==> config.mk <==
export PLATFORM = sky130hd
export DESIGN_NAME = pong_rally_referee
export DESIGN_NICKNAME = d
export VERILOG_FILES = /design/src/rtl/pong_pkg.sv /design/src/rtl/pong_paddle_hit.sv /design/src/rtl/pong_rally_referee.sv
export SDC_FILE = /design/constraint.sdc
export NUM_CORES = 1
export LEC_CHECK = 0
export CORE_ASPECT_RATIO = 1.75
export CORE_MARGIN = 2
export CORE_UTILIZATION = 45
export CTS_CLUSTER_SIZE = 10
export DETAILED_ROUTE_END_ITERATION = 10
export PLACE_DENSITY_LB_ADDON = 0.3
export SLEW_MARGIN = 15
export SYNTH_ARGS = -nofsm -noshare
export SYNTH_HDL_FRONTEND = slang
export SYNTH_SLANG_ARGS = --single-unit
==> constraint.sdc <==
create_clock -name game_clk -period 3.7 [get_ports game_clk]
set_clock_uncertainty 0.05 [all_clocks]
set_input_delay 0.37 -clock game_clk [delete_from_list [all_inputs] [get_ports game_clk]]
set_output_delay 0.37 -clock game_clk [all_outputs]
set_load 0.02 [all_outputs]
==> src/rtl/pong_pkg.sv <==
// pong_pkg: shared state type, direction constants and screen geometry
// for the Pong rally referee and its paddle hit detectors.
package pong_pkg;

    typedef enum logic [2:0] {
        IDLE,
        SERVE,
        PLAY,
        POINT,
        OVER
    } pong_state_e;

    localparam logic DIR_LEFT  = 1'b0;
    localparam logic DIR_RIGHT = 1'b1;

    localparam int SCREEN_W = 640;
    localparam int COORD_W  = 10;
    // One extra bit so edge + size never wraps at 1023.
    localparam int SUM_W    = COORD_W + 1;

    // Score increment that sticks at the 4-bit ceiling.
    function automatic logic [3:0] sat_inc4(input logic [3:0] v);
        return (v == 4'hF) ? v : v + 4'd1;
    endfunction

endpackage

==> src/rtl/pong_paddle_hit.sv <==
// pong_paddle_hit: combinational ball/paddle overlap and goal-line test
// for one side of the court. SIDE selects which paddle face is guarded.
module pong_paddle_hit
    import pong_pkg::*;
#(
    parameter logic SIDE        = DIR_LEFT,
    parameter int   PAD_W       = 4,
    parameter int   PAD_H       = 48,
    parameter int   GOAL_MARGIN = 2
) (
    input  logic [COORD_W-1:0] x_ball,
    input  logic [COORD_W-1:0] y_ball,
    input  logic               x_ball_dir,
    input  logic [4:0]         width_ball,
    input  logic [4:0]         height_ball,
    input  logic [COORD_W-1:0] x_pad,
    input  logic [COORD_W-1:0] y_pad,
    output logic               hit,
    output logic               miss
);

    logic [SUM_W-1:0] xb, yb, xp, yp;
    logic [SUM_W-1:0] ball_right, ball_bottom, pad_right, pad_bottom;
    logic             toward, x_overlap, y_overlap, past;

    // Overlap of the ball box with the paddle box, gated by approach direction.
    always_comb begin
        xb          = SUM_W'(x_ball);
        yb          = SUM_W'(y_ball);
        xp          = SUM_W'(x_pad);
        yp          = SUM_W'(y_pad);
        ball_right  = xb + SUM_W'(width_ball);
        ball_bottom = yb + SUM_W'(height_ball);
        pad_right   = xp + SUM_W'(PAD_W);
        pad_bottom  = yp + SUM_W'(PAD_H);

        toward    = (x_ball_dir == SIDE);
        x_overlap = (xb <= pad_right) && (ball_right >= xp);
        y_overlap = (ball_bottom >= yp) && (yb <= pad_bottom);
        hit       = toward && x_overlap && y_overlap;

        if (SIDE == DIR_LEFT) begin
            past = (xb + SUM_W'(GOAL_MARGIN)) < xp;
        end else begin
            past = xb > (pad_right + SUM_W'(GOAL_MARGIN));
        end
        miss = toward && !hit && past;
    end

endmodule

==> src/rtl/pong_rally_referee.sv <==
// pong_rally_referee: decides paddle hits and misses, runs the serve
// handshake to the ball controller, keeps both scores and the winner.
// Optional rally speed-up is enabled by defining PONG_SPEEDUP_EN.
module pong_rally_referee
    import pong_pkg::*;
#(
    parameter int PAD_W       = 4,
    parameter int PAD_H       = 48,
    parameter int GOAL_MARGIN = 2,
    parameter int SERVE_TICKS = 60,
    parameter int WIN_SCORE   = 9,
    parameter int BASE_VEL    = 2,
    parameter int MAX_VEL     = 7
) (
    input  logic               game_clk,
    input  logic               reset,
    input  logic               start,
    input  logic [COORD_W-1:0] x_ball,
    input  logic [COORD_W-1:0] y_ball,
    input  logic               x_ball_dir,
    input  logic [4:0]         width_ball,
    input  logic [4:0]         height_ball,
    input  logic [COORD_W-1:0] x_lpad,
    input  logic [COORD_W-1:0] y_lpad,
    input  logic [COORD_W-1:0] x_rpad,
    input  logic [COORD_W-1:0] y_rpad,
    output logic               ball_reset,
    output logic               serve_dir,
    output logic               bounce_x,
    output logic [3:0]         x_ball_vel,
    output logic [3:0]         score_l,
    output logic [3:0]         score_r,
    output logic               game_over,
    output logic               winner
);

    localparam int               CNT_W      = (SERVE_TICKS > 1) ? $clog2(SERVE_TICKS) : 1;
    localparam logic [CNT_W-1:0] SERVE_LOAD = CNT_W'(SERVE_TICKS - 1);
    localparam logic [3:0]       WIN_LIMIT  = 4'(WIN_SCORE);
    localparam logic [3:0]       MAX_V      = 4'(MAX_VEL);
    // Starting velocity never exceeds the ceiling.
    localparam logic [3:0]       VEL_START  = (4'(BASE_VEL) > MAX_V) ? MAX_V : 4'(BASE_VEL);

    pong_state_e      state, state_next;
    logic [CNT_W-1:0] serve_cnt, serve_cnt_next;
    logic             arm_l, arm_r, arm_l_next, arm_r_next;
    logic             scorer_r, scorer_r_next;
    logic             hit_l_raw, hit_r_raw, miss_l, miss_r;
    logic             hit_l, hit_r;
    logic             ball_reset_next, serve_dir_next, bounce_next;
    logic             game_over_next, winner_next;
    logic [3:0]       score_l_next, score_r_next, score_inc;

    pong_paddle_hit #(
        .SIDE        (DIR_LEFT),
        .PAD_W       (PAD_W),
        .PAD_H       (PAD_H),
        .GOAL_MARGIN (GOAL_MARGIN)
    ) u_hit_l (
        .x_ball      (x_ball),
        .y_ball      (y_ball),
        .x_ball_dir  (x_ball_dir),
        .width_ball  (width_ball),
        .height_ball (height_ball),
        .x_pad       (x_lpad),
        .y_pad       (y_lpad),
        .hit         (hit_l_raw),
        .miss        (miss_l)
    );

    pong_paddle_hit #(
        .SIDE        (DIR_RIGHT),
        .PAD_W       (PAD_W),
        .PAD_H       (PAD_H),
        .GOAL_MARGIN (GOAL_MARGIN)
    ) u_hit_r (
        .x_ball      (x_ball),
        .y_ball      (y_ball),
        .x_ball_dir  (x_ball_dir),
        .width_ball  (width_ball),
        .height_ball (height_ball),
        .x_pad       (x_rpad),
        .y_pad       (y_rpad),
        .hit         (hit_r_raw),
        .miss        (miss_r)
    );

    // Arming and the previous pulse both block a hit, so pulses never touch.
    assign hit_l     = hit_l_raw && !arm_l && !bounce_x;
    assign hit_r     = hit_r_raw && !arm_r && !bounce_x;
    assign score_inc = sat_inc4(scorer_r ? score_r : score_l);

    // State register.
    always_ff @(posedge game_clk) begin
        if (reset) begin
            state <= IDLE;
        end else begin
            state <= state_next;
        end
    end

    // Next-state decode.
    always_comb begin
        state_next = state;
        unique case (state)
            IDLE:    if (start) state_next = SERVE;
            SERVE:   if (serve_cnt == '0) state_next = PLAY;
            PLAY:    if (miss_l || miss_r) state_next = POINT;
            POINT:   state_next = (score_inc == WIN_LIMIT) ? OVER : SERVE;
            OVER:    if (start) state_next = IDLE;
            default: state_next = IDLE;
        endcase
    end

    // Next values of the registered outputs and rally bookkeeping.
    always_comb begin
        serve_cnt_next  = serve_cnt;
        arm_l_next      = arm_l;
        arm_r_next      = arm_r;
        scorer_r_next   = scorer_r;
        serve_dir_next  = serve_dir;
        bounce_next     = 1'b0;
        score_l_next    = score_l;
        score_r_next    = score_r;
        winner_next     = winner;
        ball_reset_next = (state_next != PLAY);
        game_over_next  = (state_next == OVER);

        unique case (state)
            IDLE: begin
                if (start) serve_cnt_next = SERVE_LOAD;
            end
            SERVE: begin
                arm_l_next = 1'b0;
                arm_r_next = 1'b0;
                if (serve_cnt != '0) serve_cnt_next = serve_cnt - CNT_W'(1);
            end
            PLAY: begin
                bounce_next = hit_l || hit_r;
                if (hit_l) arm_l_next = 1'b1;
                else if (x_ball_dir != DIR_LEFT) arm_l_next = 1'b0;
                if (hit_r) arm_r_next = 1'b1;
                else if (x_ball_dir != DIR_RIGHT) arm_r_next = 1'b0;
                if (miss_l) scorer_r_next = 1'b1;
                else if (miss_r) scorer_r_next = 1'b0;
            end
            POINT: begin
                arm_l_next = 1'b0;
                arm_r_next = 1'b0;
                if (scorer_r) score_r_next = score_inc;
                else score_l_next = score_inc;
                // Serve goes toward whoever conceded.
                serve_dir_next = scorer_r ? DIR_LEFT : DIR_RIGHT;
                if (state_next == OVER) winner_next = scorer_r;
                else serve_cnt_next = SERVE_LOAD;
            end
            OVER: begin
            end
            default: begin
            end
        endcase

        if (state_next == IDLE) begin
            score_l_next = '0;
            score_r_next = '0;
        end
    end

    // Output and bookkeeping registers.
    always_ff @(posedge game_clk) begin
        if (reset) begin
            serve_cnt  <= '0;
            arm_l      <= 1'b0;
            arm_r      <= 1'b0;
            scorer_r   <= 1'b0;
            ball_reset <= 1'b1;
            serve_dir  <= DIR_RIGHT;
            bounce_x   <= 1'b0;
            score_l    <= '0;
            score_r    <= '0;
            game_over  <= 1'b0;
            winner     <= 1'b0;
        end else begin
            serve_cnt  <= serve_cnt_next;
            arm_l      <= arm_l_next;
            arm_r      <= arm_r_next;
            scorer_r   <= scorer_r_next;
            ball_reset <= ball_reset_next;
            serve_dir  <= serve_dir_next;
            bounce_x   <= bounce_next;
            score_l    <= score_l_next;
            score_r    <= score_r_next;
            game_over  <= game_over_next;
            winner     <= winner_next;
        end
    end

`ifdef PONG_SPEEDUP_EN
    logic [1:0] rally_cnt, rally_cnt_next;
    logic [3:0] vel_next;

    // Every fourth bounce raises the velocity; a point or idle restores it.
    always_comb begin
        rally_cnt_next = rally_cnt;
        vel_next       = x_ball_vel;
        if (state == PLAY && bounce_next) begin
            rally_cnt_next = rally_cnt + 2'd1;
            if (rally_cnt == 2'd3 && x_ball_vel < MAX_V) vel_next = x_ball_vel + 4'd1;
        end
        if (state == POINT || state == IDLE) begin
            rally_cnt_next = '0;
            vel_next       = VEL_START;
        end
    end

    // Rally counter and velocity registers.
    always_ff @(posedge game_clk) begin
        if (reset) begin
            rally_cnt  <= '0;
            x_ball_vel <= VEL_START;
        end else begin
            rally_cnt  <= rally_cnt_next;
            x_ball_vel <= vel_next;
        end
    end
`else
    assign x_ball_vel = VEL_START;
`endif

endmodule

==> results.md <==
- Drt drc: 0
- H-Tree Depth: 1
- DR vias: roughly 5000
- Multi-input gate area: about 4100 µm²
- Count of cell types in the netlist: between 60 and 70
- Final setup violation count: 0
- Drt pass-1 iters: 4
- Synth area leaders: ha_1 (32%), dfxtp_1 (11%), xnor2_1 (6.2%)
- Port buffer count: 86
- Layout cell share with drive strength beyond 1: approximately 14%
- HPWL after DPL: 11600 µm
- Routed wire length: ~14000 µm
- CP startpoint kind: input pin
- Arr. time, crit path: roughly 3.7 ns
- Post-CTS Hold Buffers: 0
- CP Max Fanout: 4
- # diodes: 0
- # rows: 49
- Boundary pin count: between 90 and 100
- Via density: around 5.7
- CTS Buf Count: 3
- CTS tree: done
- Largest net degree at the start of global routing: 17
- Routed Antenna Nets: 0
- Crit share post-route: a little over nine tenths
- Max Used Layer: met4
- Max-capacitance violation count: 0
- Setup CP Type: in2reg
- Leak pwr: between 2 and 3 nW
- Reg area: 500 µm²
- Avg WL per Cell: between 15 and 20 µm
- Post-synthesis sequential area ratio: 10.8%
- NetSw: 0.000509 W
- Layout Utilization: between 60% and 70%
- Synthesized area: between 4000 and 5000 µm²
- Maximum achievable frequency: between 200 and 300 MHz
- EDFF count, synth: 0
- Congestion Overflow GR: 0
- Starting Density: 45.7%
- Async SR Flop Fraction: 0%
- First-pass GRT wire length: about 22000 µm
- Clk pwr share: around 18%
- Clock latency at the later pin of the worst-skew pair: between 0.2 and 0.3 ns
- Root buffer cell: clkbuf_16
- Maximum vdd drop: between 0.1 and 0.15 mV
- Fillers: around 950
- Power density cells: 209 nW/µm²
- CP endpoint kind: register
- Worst-Margin Slew: 0.838 ns
- Outcome: finished clean
- Placed Cells: 846
- Worst Hold Class: reg2reg
- Number of global-route vias before repair: a little over 5000
- Fin. max-slew vios: 0
- Flop pwr share: 22.7%
- Critical Path RT: about 3.8 ns
- Synthesized area per cell: just under 8 µm²
- Met1 Routed Length: 4540 µm
- Main synth FF type: dfxtp_1
- Synthesis-stage register bit count: 25
- Initial antenna violation count: 0
- Relative slew slack: between 40% and 50%
- CTS clk-pin slew, worst paths: roughly 0.060 ns
- Unrepaired setup endpoints after global routing: false
- Core ar.: between 10000 and 15000 µm²
- Deepest clock path buffer count: 2
- Routed met2 length: 7700 µm
- Post-route insts no fill: about 860
- Detailed Route Iter0 Violations: approximately 150
- Die width: 80.9 µm
- Post-synth top area share: 31.7%
- Area delta synth->final: 35.9%
- Clk sinks: 25
- Die area: roughly 11000 µm²
- GPL Wtd Cong: 0.912
- Synth Instances: roughly 590
- Wire length on met3: ~420 µm
- Vert. Die Dim: about 140 µm
- Post-synth top area cell: ha_1
- Final net count: around 920
- Synth Warn #: 0
- Int Power: just over 0.0008 W
- Total track usage: around a quarter
- Min Tclk post-route: 3.58 ns
- Sw Share: around two fifths
- Endpoints failing hold: 0
- Comb power frac: between 50% and 60%
[critical path, cell delays in order]
cell             delay, ns
clkdlybuf4s50_1       0.50
ha_4                  0.22
nor2b_2               0.17
o2111ai_2             0.19
nand3_2               0.10
buf_4                 0.14
buf_4                 0.13
xor2_2                0.15
buf_4                 0.14
ha_1                  0.28
nand4_1               0.10
or3_4                 0.41
a21oi_4               0.16
o311ai_4              0.13
or3_4                 0.40
a21oi_2               0.12
[logic make-up (layout without fill, tap and decap cells)]
kind of cell    after synthesis  count (layout)  share of synthesized area (%)
mux                           9               9                           1.96
simple gates                178             178                           19.5
flops                        25              25                           10.8
other cells                   2               4                          0.161
compound gates              134             134                           19.3
xor+xnor                     50              50                           9.42
buf+inv                      74             208                           6.32
fa+ha+maj                   120             120                           32.6
[path summary, 6_finish.rpt]
| kind | from | slack (ns) | end | cells after the start |
|---|---|---|---|---|
| worst min-delay path | score_l[1]$_SDFFE_PP0P_ | 0.43 | score_l[1]$_SDFFE_PP0P_ | 2 |
| worst max-delay path | width_ball[2] | 0.12 | arm_r$_SDFFE_PP0P_ | 16 |
| worst max register to register | scorer_r$_SDFFE_PP0P_ | 0.65 | score_l[2]$_SDFFE_PP0P_ | 9 |
| worst min register to register | score_l[1]$_SDFFE_PP0P_ | 0.43 | score_l[1]$_SDFFE_PP0P_ | 2 |
[power groups by stage]
stage / clock, W / sequential, W / combinational (W)
2_1_floorplan: 0 / 0.000298 / 0.000451
3_3_place_gp: 0 / 0.000304 / 0.000695
3_5_place_dp: 0 / 0.000305 / 0.000729
4_1_cts: 0.000242 / 0.000299 / 0.000752
5_1_grt: 0.000251 / 0.000302 / 0.000881
6_report: 0.000239 / 0.000300 / 0.000783
[metrics by stage]
step                instance area, µm²  worst slack [ns]  TNS (ns)  hold WS (ns)  total power [W]
global route                      6320           0.00121         0         0.453          0.00143
CTS                               6170            0.0245         0         0.429          0.00129
finish                            6320             0.118         0         0.425          0.00132
global placement                  6000            -0.306     -1.26         0.407         0.000999
floorplan                         4660             0.313         0         0.399         0.000748
detailed placement                6000            -0.571     -2.59         0.421          0.00103
[area by class of cell]
cell class                 count  area share [%]
multi-input combinational    495            64.2
sequential                    25            7.92
clock buffer                   4            1.25
tap                          127            2.51
timing repair buffer         142            20.4
inverter                      62            3.68
[cell usage in the layout (no fill, tap or decap), drive strengths merged, types with 9 or more instances in the layout]
cell             n
a21o            18
a21oi           41
buf             56
clkdlybuf4s50   78
dfxtp           25
ha             118
inv             62
nand2           38
nand3           25
nand4            9
nor2            41
nor3            12
o21ai           22
xnor2           33
xor2            17
[cells in the mapped netlist (3+ instances only)]
master / n
inv_1: 62
nand4_1: 9
nand2_1: 38
mux2i_1: 8
a221o_1: 3
dfxtp_1: 25
a31oi_1: 4
nor2b_1: 8
o211ai_1: 4
a21oi_1: 41
ha_1: 118
buf_4: 4
o2111ai_1: 4
nor3_1: 12
nor4_1: 3
o22ai_1: 3
nand4b_1: 3
a311oi_1: 4
a211oi_1: 8
nor2_1: 41
or3_1: 6
and3_1: 8
xnor2_1: 33
a21o_1: 18
o21ai_0: 22
xor2_1: 17
clkbuf_1: 6
and2_1: 3
nand3_1: 24
nand3b_1: 3
nand2b_1: 7
[repair_timing]
item,CTS,global route
resized for setup,20,35
setup endpoints to repair,6,6
pin swaps,13,28
buffers inserted,3,2
[sequential cells by signal (all words and copies together), names as in the netlist, 3 cells and up]
| register | count |
|---|---|
| state | 3 |
| serve_cnt | 6 |
| score_l | 4 |
| score_r | 4 |
[layer usage]
metal	track usage, %	vias to the layer above
met2	48.1	137
met4	15.4	0
met1	21.3	2247
li1	-	2421
met5	0	-
met3	1.83	61
No activity file was read; power rests on OpenSTA's default activity.
